==> src/rtl/lsu_pipe_if.sv <==
// Request, memory-port and writeback signals of the load/store stage.
// The stage itself connects through the slave modport; its driver uses master.
interface lsu_pipe_if;
  logic        in_valid;
  logic        in_ready;
  logic [63:0] in_pc;
  logic [63:0] in_addr;
  logic [63:0] in_wdata;
  logic [6:0]  in_ld_type;
  logic [3:0]  in_st_type;
  logic [4:0]  in_rd;
  logic        in_rf_wen;

  logic [63:0] mem_raddr;
  logic [63:0] mem_waddr;
  logic [6:0]  mem_ld_type;
  logic [3:0]  mem_st_type;
  logic [63:0] mem_wdata;
  logic [63:0] mem_rdata;

  logic        out_valid;
  logic        out_ready;
  logic [63:0] out_pc;
  logic [4:0]  out_rd;
  logic        out_rf_wen;
  logic [63:0] out_data;
  logic        out_exc;
  logic [63:0] out_exc_addr;

  modport slave (
    input  in_valid, in_pc, in_addr, in_wdata, in_ld_type, in_st_type, in_rd, in_rf_wen,
    input  mem_rdata, out_ready,
    output in_ready, mem_raddr, mem_waddr, mem_ld_type, mem_st_type, mem_wdata,
    output out_valid, out_pc, out_rd, out_rf_wen, out_data, out_exc, out_exc_addr
  );

  modport master (
    output in_valid, in_pc, in_addr, in_wdata, in_ld_type, in_st_type, in_rd, in_rf_wen,
    output mem_rdata, out_ready,
    input  in_ready, mem_raddr, mem_waddr, mem_ld_type, mem_st_type, mem_wdata,
    input  out_valid, out_pc, out_rd, out_rf_wen, out_data, out_exc, out_exc_addr
  );
endinterface

==> src/rtl/lsu_pipe.sv <==
// Load/store stage: takes one request at a time, runs it against the memory
// port for MEM_LAT cycles (loads) or a single cycle (stores), then holds the result for writeback.
//
//   state  | meaning
//   IDLE   | ready for a new request
//   ACCESS | memory strobe active; load latency down-counter running
//   DONE   | result presented, waiting for out_ready
module lsu_pipe #(
  parameter int unsigned MEM_LAT = 1
) (
  input logic        clk,
  input logic        rst,
  lsu_pipe_if.slave  bus
);

  typedef enum logic [1:0] {IDLE, ACCESS, DONE} state_e;

  state_e      state_q, state_d;
  logic [63:0] pc_q, addr_q, wdata_q, data_q, exc_addr_q;
  logic [6:0]  ld_q;
  logic [3:0]  st_q;
  logic [4:0]  rd_q;
  logic        rf_wen_q, exc_q;
  logic [3:0]  cnt_q;

  logic accept, ld_oh, st_oh, is_mem, sz_half, sz_word, sz_dword, misaligned, illegal, cnt_done;

  assign accept   = bus.in_valid && (state_q == IDLE);
  assign cnt_done = (cnt_q == 4'd0);

  // Type fields must be zero or one-hot; alignment follows the access size.
  assign ld_oh      = ((bus.in_ld_type & (bus.in_ld_type - 7'd1)) == 7'd0);
  assign st_oh      = ((bus.in_st_type & (bus.in_st_type - 4'd1)) == 4'd0);
  assign is_mem     = (|bus.in_ld_type) || (|bus.in_st_type);
  assign sz_half    = bus.in_ld_type[5] | bus.in_ld_type[1] | bus.in_st_type[2];
  assign sz_word    = bus.in_ld_type[4] | bus.in_ld_type[0] | bus.in_st_type[1];
  assign sz_dword   = bus.in_ld_type[3] | bus.in_st_type[0];
  assign misaligned = (sz_half && bus.in_addr[0]) || (sz_word && (|bus.in_addr[1:0]))
                   || (sz_dword && (|bus.in_addr[2:0]));
  assign illegal    = !ld_oh || !st_oh || ((|bus.in_ld_type) && (|bus.in_st_type)) || misaligned;

  always_comb begin
    state_d = state_q;
    case (state_q)
      IDLE:    if (accept) state_d = (illegal || !is_mem) ? DONE : ACCESS;
      ACCESS:  if ((|st_q) || cnt_done) state_d = DONE;
      DONE:    if (bus.out_ready) state_d = IDLE;
      default: state_d = IDLE;
    endcase
  end

  always_ff @(posedge clk) begin
    if (rst) begin
      state_q    <= IDLE;
      pc_q       <= '0;
      addr_q     <= '0;
      wdata_q    <= '0;
      data_q     <= '0;
      exc_addr_q <= '0;
      ld_q       <= '0;
      st_q       <= '0;
      rd_q       <= '0;
      rf_wen_q   <= 1'b0;
      exc_q      <= 1'b0;
      cnt_q      <= '0;
    end else begin
      state_q <= state_d;
      if (accept) begin
        pc_q       <= bus.in_pc;
        addr_q     <= bus.in_addr;
        wdata_q    <= bus.in_wdata;
        // Faulting ops never reach ACCESS, but clearing the types keeps the strobes quiet regardless.
        ld_q       <= illegal ? 7'd0 : bus.in_ld_type;
        st_q       <= illegal ? 4'd0 : bus.in_st_type;
        rd_q       <= bus.in_rd;
        rf_wen_q   <= bus.in_rf_wen && !illegal && (bus.in_st_type == 4'd0);
        data_q     <= is_mem ? 64'd0 : bus.in_addr;
        exc_q      <= illegal;
        exc_addr_q <= illegal ? bus.in_addr : 64'd0;
        cnt_q      <= 4'(MEM_LAT - 1);
      end
      if (state_q == ACCESS) begin
        if (!cnt_done) cnt_q <= cnt_q - 4'd1;
        else if (|ld_q) data_q <= bus.mem_rdata;
      end
    end
  end

  assign bus.in_ready     = (state_q == IDLE);
  assign bus.out_valid    = (state_q == DONE);
  assign bus.out_pc       = pc_q;
  assign bus.out_rd       = rd_q;
  assign bus.out_rf_wen   = rf_wen_q;
  assign bus.out_data     = data_q;
  assign bus.out_exc      = exc_q;
  assign bus.out_exc_addr = exc_addr_q;

  assign bus.mem_raddr   = addr_q;
  assign bus.mem_waddr   = addr_q;
  assign bus.mem_ld_type = (state_q == ACCESS) ? ld_q : 7'd0;
  assign bus.mem_st_type = (state_q == ACCESS) ? st_q : 4'd0;
  assign bus.mem_wdata   = wdata_q << {addr_q[2:0], 3'b000};

endmodule
==> src/flat_wrapper.sv <==
// flat-port wrapper written by rule: the top's interface ports become plain ports
module lsu_pipe_flat 
#(
  parameter int unsigned MEM_LAT = 1
)
  (clk, rst, bus_in_valid, bus_in_pc, bus_in_addr, bus_in_wdata, bus_in_ld_type, bus_in_st_type, bus_in_rd, bus_in_rf_wen, bus_mem_rdata, bus_out_ready, bus_in_ready, bus_mem_raddr, bus_mem_waddr, bus_mem_ld_type, bus_mem_st_type, bus_mem_wdata, bus_out_valid, bus_out_pc, bus_out_rd, bus_out_rf_wen, bus_out_data, bus_out_exc, bus_out_exc_addr);
  lsu_pipe_if bus_i ();
  input logic clk;
  input logic rst;
  input wire logic [$bits(bus_i.in_valid)-1:0] bus_in_valid;
  input wire logic [$bits(bus_i.in_pc)-1:0] bus_in_pc;
  input wire logic [$bits(bus_i.in_addr)-1:0] bus_in_addr;
  input wire logic [$bits(bus_i.in_wdata)-1:0] bus_in_wdata;
  input wire logic [$bits(bus_i.in_ld_type)-1:0] bus_in_ld_type;
  input wire logic [$bits(bus_i.in_st_type)-1:0] bus_in_st_type;
  input wire logic [$bits(bus_i.in_rd)-1:0] bus_in_rd;
  input wire logic [$bits(bus_i.in_rf_wen)-1:0] bus_in_rf_wen;
  input wire logic [$bits(bus_i.mem_rdata)-1:0] bus_mem_rdata;
  input wire logic [$bits(bus_i.out_ready)-1:0] bus_out_ready;
  output wire logic [$bits(bus_i.in_ready)-1:0] bus_in_ready;
  output wire logic [$bits(bus_i.mem_raddr)-1:0] bus_mem_raddr;
  output wire logic [$bits(bus_i.mem_waddr)-1:0] bus_mem_waddr;
  output wire logic [$bits(bus_i.mem_ld_type)-1:0] bus_mem_ld_type;
  output wire logic [$bits(bus_i.mem_st_type)-1:0] bus_mem_st_type;
  output wire logic [$bits(bus_i.mem_wdata)-1:0] bus_mem_wdata;
  output wire logic [$bits(bus_i.out_valid)-1:0] bus_out_valid;
  output wire logic [$bits(bus_i.out_pc)-1:0] bus_out_pc;
  output wire logic [$bits(bus_i.out_rd)-1:0] bus_out_rd;
  output wire logic [$bits(bus_i.out_rf_wen)-1:0] bus_out_rf_wen;
  output wire logic [$bits(bus_i.out_data)-1:0] bus_out_data;
  output wire logic [$bits(bus_i.out_exc)-1:0] bus_out_exc;
  output wire logic [$bits(bus_i.out_exc_addr)-1:0] bus_out_exc_addr;
  assign bus_i.in_valid = bus_in_valid;
  assign bus_i.in_pc = bus_in_pc;
  assign bus_i.in_addr = bus_in_addr;
  assign bus_i.in_wdata = bus_in_wdata;
  assign bus_i.in_ld_type = bus_in_ld_type;
  assign bus_i.in_st_type = bus_in_st_type;
  assign bus_i.in_rd = bus_in_rd;
  assign bus_i.in_rf_wen = bus_in_rf_wen;
  assign bus_i.mem_rdata = bus_mem_rdata;
  assign bus_i.out_ready = bus_out_ready;
  assign bus_in_ready = bus_i.in_ready;
  assign bus_mem_raddr = bus_i.mem_raddr;
  assign bus_mem_waddr = bus_i.mem_waddr;
  assign bus_mem_ld_type = bus_i.mem_ld_type;
  assign bus_mem_st_type = bus_i.mem_st_type;
  assign bus_mem_wdata = bus_i.mem_wdata;
  assign bus_out_valid = bus_i.out_valid;
  assign bus_out_pc = bus_i.out_pc;
  assign bus_out_rd = bus_i.out_rd;
  assign bus_out_rf_wen = bus_i.out_rf_wen;
  assign bus_out_data = bus_i.out_data;
  assign bus_out_exc = bus_i.out_exc;
  assign bus_out_exc_addr = bus_i.out_exc_addr;
  lsu_pipe #(.MEM_LAT(MEM_LAT)) u_core (.clk(clk), .rst(rst), .bus(bus_i));
endmodule
==> config.mk <==
export PLATFORM = sky130hd
export DESIGN_NAME = lsu_pipe_flat
export DESIGN_NICKNAME = d
export VERILOG_FILES = /design/src/rtl/lsu_pipe_if.sv /design/src/rtl/lsu_pipe.sv /design/src/flat_wrapper.sv
export SDC_FILE = /design/constraint.sdc
export NUM_CORES = 1
export LEC_CHECK = 0
export ABC_AREA = 1
export CAP_MARGIN = 10
export CORE_AREA = 2 2 262 264
export DETAILED_ROUTE_END_ITERATION = 12
export DIE_AREA = 0 0 264 266
export SETUP_SLACK_MARGIN = 0.15
export SYNTH_ARGS = -nofsm -noshare
export SYNTH_HDL_FRONTEND = slang
export SYNTH_SLANG_ARGS = --single-unit
==> constraint.sdc <==
create_clock -name clk -period 4.2 [get_ports clk]
set_clock_uncertainty 0.2 [all_clocks]
set_input_delay 0.63 -clock clk [delete_from_list [all_inputs] [get_ports clk]]
set_output_delay 0.63 -clock clk [all_outputs]
set_load 0.03 [all_outputs]
==> impl_results.md <==
* CP Data Arrival Time at 2.89 ns
* Relative slew slack at 27.4%
* Post-synthesis instance total at 2160
* Largest family of logic cells by synthesized area: simple AND/OR/NAND/NOR gates
* Clock Latency Late Sink at 0.55 ns
* Synth Area in Simple Gates at ~25%
* Syn. warnings at 0
* Seq cells post-synth at 344
* Die Wd at 264 um
* Register Area at 6890 um2
* Final min period at 3.72 ns
* Cts hold-fix bufs at 0
* Worst Setup End Kind: output pin
* # setup viols final at 0
* First-pass GRT wire length at around 100 mm
* Switch Pwr at 0.00335 W
* Compound-cell area share of the yosys netlist at 17.1%
* Final period utilization at 88.6%
* P per Cell Area at 433 nW/um2
* Adder-Cell Fraction of Synth Area at less than 1%
* Post-synthesis mux area share at under 10%
* Syn-to-layout area delta at 56.0%
* Initial DRC Count at 1291
* Post-Syn Area at 15100 um2
* Share of cells above drive strength 1 at 5.47%
* Area occupied by multi-input gates at ~6600 um2
* Area contributors post-synth: dfxtp_1 (45%), nand2_1 (12%), o21ai_0 (8.0%)
* Clock power frac at 36.6%
* Gp weighted congestion at between 0.9 and 1
* Largest area contributor in the netlist: dfxtp_1
* Pint at between 0.006 and 0.007 W
* Syn Nets at between 2000 and 2500
* Post-CTS Setup Bufs at 0
* Initial antenna violation count at 3
* Ys flop type: dfxtp_1
* Maximum capacitance violations at 0
* Final TNS setup at 0 ns
* CTS Buf Count at 42
* TritonCTS clock tree: built
* Type of the worst setup path: flip-flop to output pin
* RSZ-0062 raised after global routing: no
* Critical Path Fanout Max at 71
* Num ports at 681
* Clock net sink count at 344
* Status: completed
* CP required at around 3.4 ns
* Largest buffer count on any clock path at 3
* Largest net degree at the start of global routing at 139
* Grt ovf at 0
* Post-Route WL at 66.3 mm
* NumNets Final at around 3000
* Vias in the first global route at ~15000
* Post-synth EDFFs at 0
* Slew @ Worst Pin at 1.09 ns
* # port buffers at 680
* P_leak at 9.28 nW
* Combinational Power Share at between 20% and 30%
* Sequential element share of the synthesized area at 45.5%
* Via-per-instance ratio at 4.53
* Root buffer cell: clkbuf_16
* Core Rows at between 90 and 100
* Seq pwr share at 36.1%
* H-tree Lvls at 2
* Worst-path clk slew at approximately 0.060 ns
* Height of the chip at between 200 and 300 um
* Netlist cell types at 27
* Ys async rst share at 0%
* Via Count at 16300
* Switching share of power at 32.7%
* DR WL/cell at between 15 and 20 um
* Initial core utilization at 22.3%
* GRT Util Overall at ~18%
* Fill count at 7237
* CP startpoint kind: flip-flop
* HPWL Detailed at 48.4 mm
* Final core utilization at 34.9%
* Xor/xnor share of the synthesized area at 0.116%
* Hold Violations, Final at 0
* Core area at 67700 um2
* DRC violations left at 0
* Yosys top cell area share at a little under half
* Max IR drop VDD at 256 uV
* DR pass1 iterations at 5
* DIE AREA at 70200 um2
* Fin. max-slew vios at 0
* HP Class: primary input to flip-flop
* Max Freq at approximately 270 MHz
* Post-route ant nets at 0
* Mapped Avg Cell Area at 7.01 um2
* Cts repair resizes at 0
==> metrics by stage <==
| step | worst slack (ns) | instance area, um2 | hold WS, ns | instances | total power (W) |
|---|---|---|---|---|---|
| after floorplan | 1.39 | 15100 | 0.244 | 2160 | 0.00529 |
| after global placement | 1.01 | 22200 | 0.250 | 3533 | 0.00655 |
| after detailed placement | 0.980 | 22200 | 0.255 | 3533 | 0.00655 |
| after CTS | 0.490 | 23600 | 0.213 | 3604 | 0.0104 |
| after global routing | 0.294 | 23600 | 0.243 | 3606 | 0.0107 |
| final | 0.481 | 23600 | 0.259 | 3607 | 0.0102 |
==> cell usage after synthesis (2+ instances only) <==
master	count
clkbuf_1	98
xor2_1	2
o211ai_1	4
a31oi_1	67
nand4_1	14
o21ai_1	20
clkinv_1	6
nand3_1	127
mux2i_1	18
buf_4	67
inv_2	5
a21oi_1	159
nor2_4	2
nand2_1	494
buf_1	6
nor2_1	315
o21ai_0	243
inv_1	101
dfxtp_1	344
buf_6	6
buf_2	56
==> state kept, by name (all words and copies together), names as in the netlist <==
name	flops
u_core.bus.mem_raddr	64
u_core.bus.out_data	64
u_core.bus.out_exc_addr	64
u_core.bus.out_pc	64
u_core.wdata_q	64
u_core.ld_q	7
u_core.bus.out_rd	5
u_core.cnt_q	4
u_core.st_q	4
u_core.state_q	2
u_core.bus.out_exc	1
u_core.bus.out_rf_wen	1
==> cells in the final DEF (no fill, tap or decap), types with 2 or more instances in the layout <==
cell type        instances
inv_2                    5
nand4_1                 14
a21oi_1                159
o21ai_0                243
inv_1                  100
dfxtp_1                342
nor2_4                   3
dfxtp_2                  2
clkinv_1                 5
buf_4                   64
clkbuf_8                 7
xor2_1                   2
a31oi_1                 67
bufinv_16                5
diode_2                  3
clkbuf_1                11
buf_12                  10
nand2_1                493
clkbuf_16               43
nor2_1                 314
nand3_1                127
clkdlybuf4s50_1        650
clkinv_2                 4
o21ai_1                 19
o211ai_1                 4
mux2i_1                 18
==> per-layer routing <==
metal / track usage, % / wire length, um / up-vias
li1: - / - / 8031
met4: 6.80 / 2340 / 0
met1: 23.6 / 29000 / 7608
met3: 3.23 / 3840 / 116
met5: 0 / 0 / -
met2: 29.2 / 31100 / 576
==> cells by family (layout without fill, tap and decap cells) <==
logic type	count (synthesis)	count (layout)
compound gates	496	496
xor+xnor	2	2
fa+ha+maj	1	1
buf+inv	345	907
flops	344	344
mux	18	18
other cells	0	3
simple gates	954	954
==> final timing paths <==
kind                                end                        from  cells after the start  slack (ns)
max                   bus_mem_wdata[26]     u_core.bus.mem_raddr[0]                      6        0.48
min            u_core.bus.mem_raddr[38]                         rst                      2        0.26
max reg2reg     u_core.bus.out_data[31]             u_core.cnt_q[0]                      8        1.70
min reg2reg  u_core.bus.out_exc_addr[2]  u_core.bus.out_exc_addr[2]                      2        0.26
==> critical path, cell delays in order, from the launching register on <==
cell             delay [ns]
dfxtp_2                0.32
buf_4                  0.64
o21ai_0                0.25
nand2_1                0.10
o21ai_0                0.14
nor2_1                 0.15
clkdlybuf4s50_1        0.70
==> layout make-up <==
class                   instances  share of cell area [%]
multi-input cells            1471                    28.0
well taps                     882                    4.67
clock buffers                  61                    5.14
repair buffers                724                    30.4
inverters                     112                    1.82
diodes                          3                  0.0318
clock inverters                10                   0.758
flip-flops and latches        344                    29.2
==> power by group through the flow <==
stage	clock network [W]	logic (W)	registers (W)
2_1_floorplan	0	0.00123	0.00406
3_3_place_gp	0	0.00279	0.00376
3_5_place_dp	0	0.00279	0.00376
6_report	0.00375	0.00279	0.00370
5_1_grt	0.00398	0.00298	0.00372
4_1_cts	0.00386	0.00281	0.00369
No activity file was read; power rests on OpenSTA's default activity.
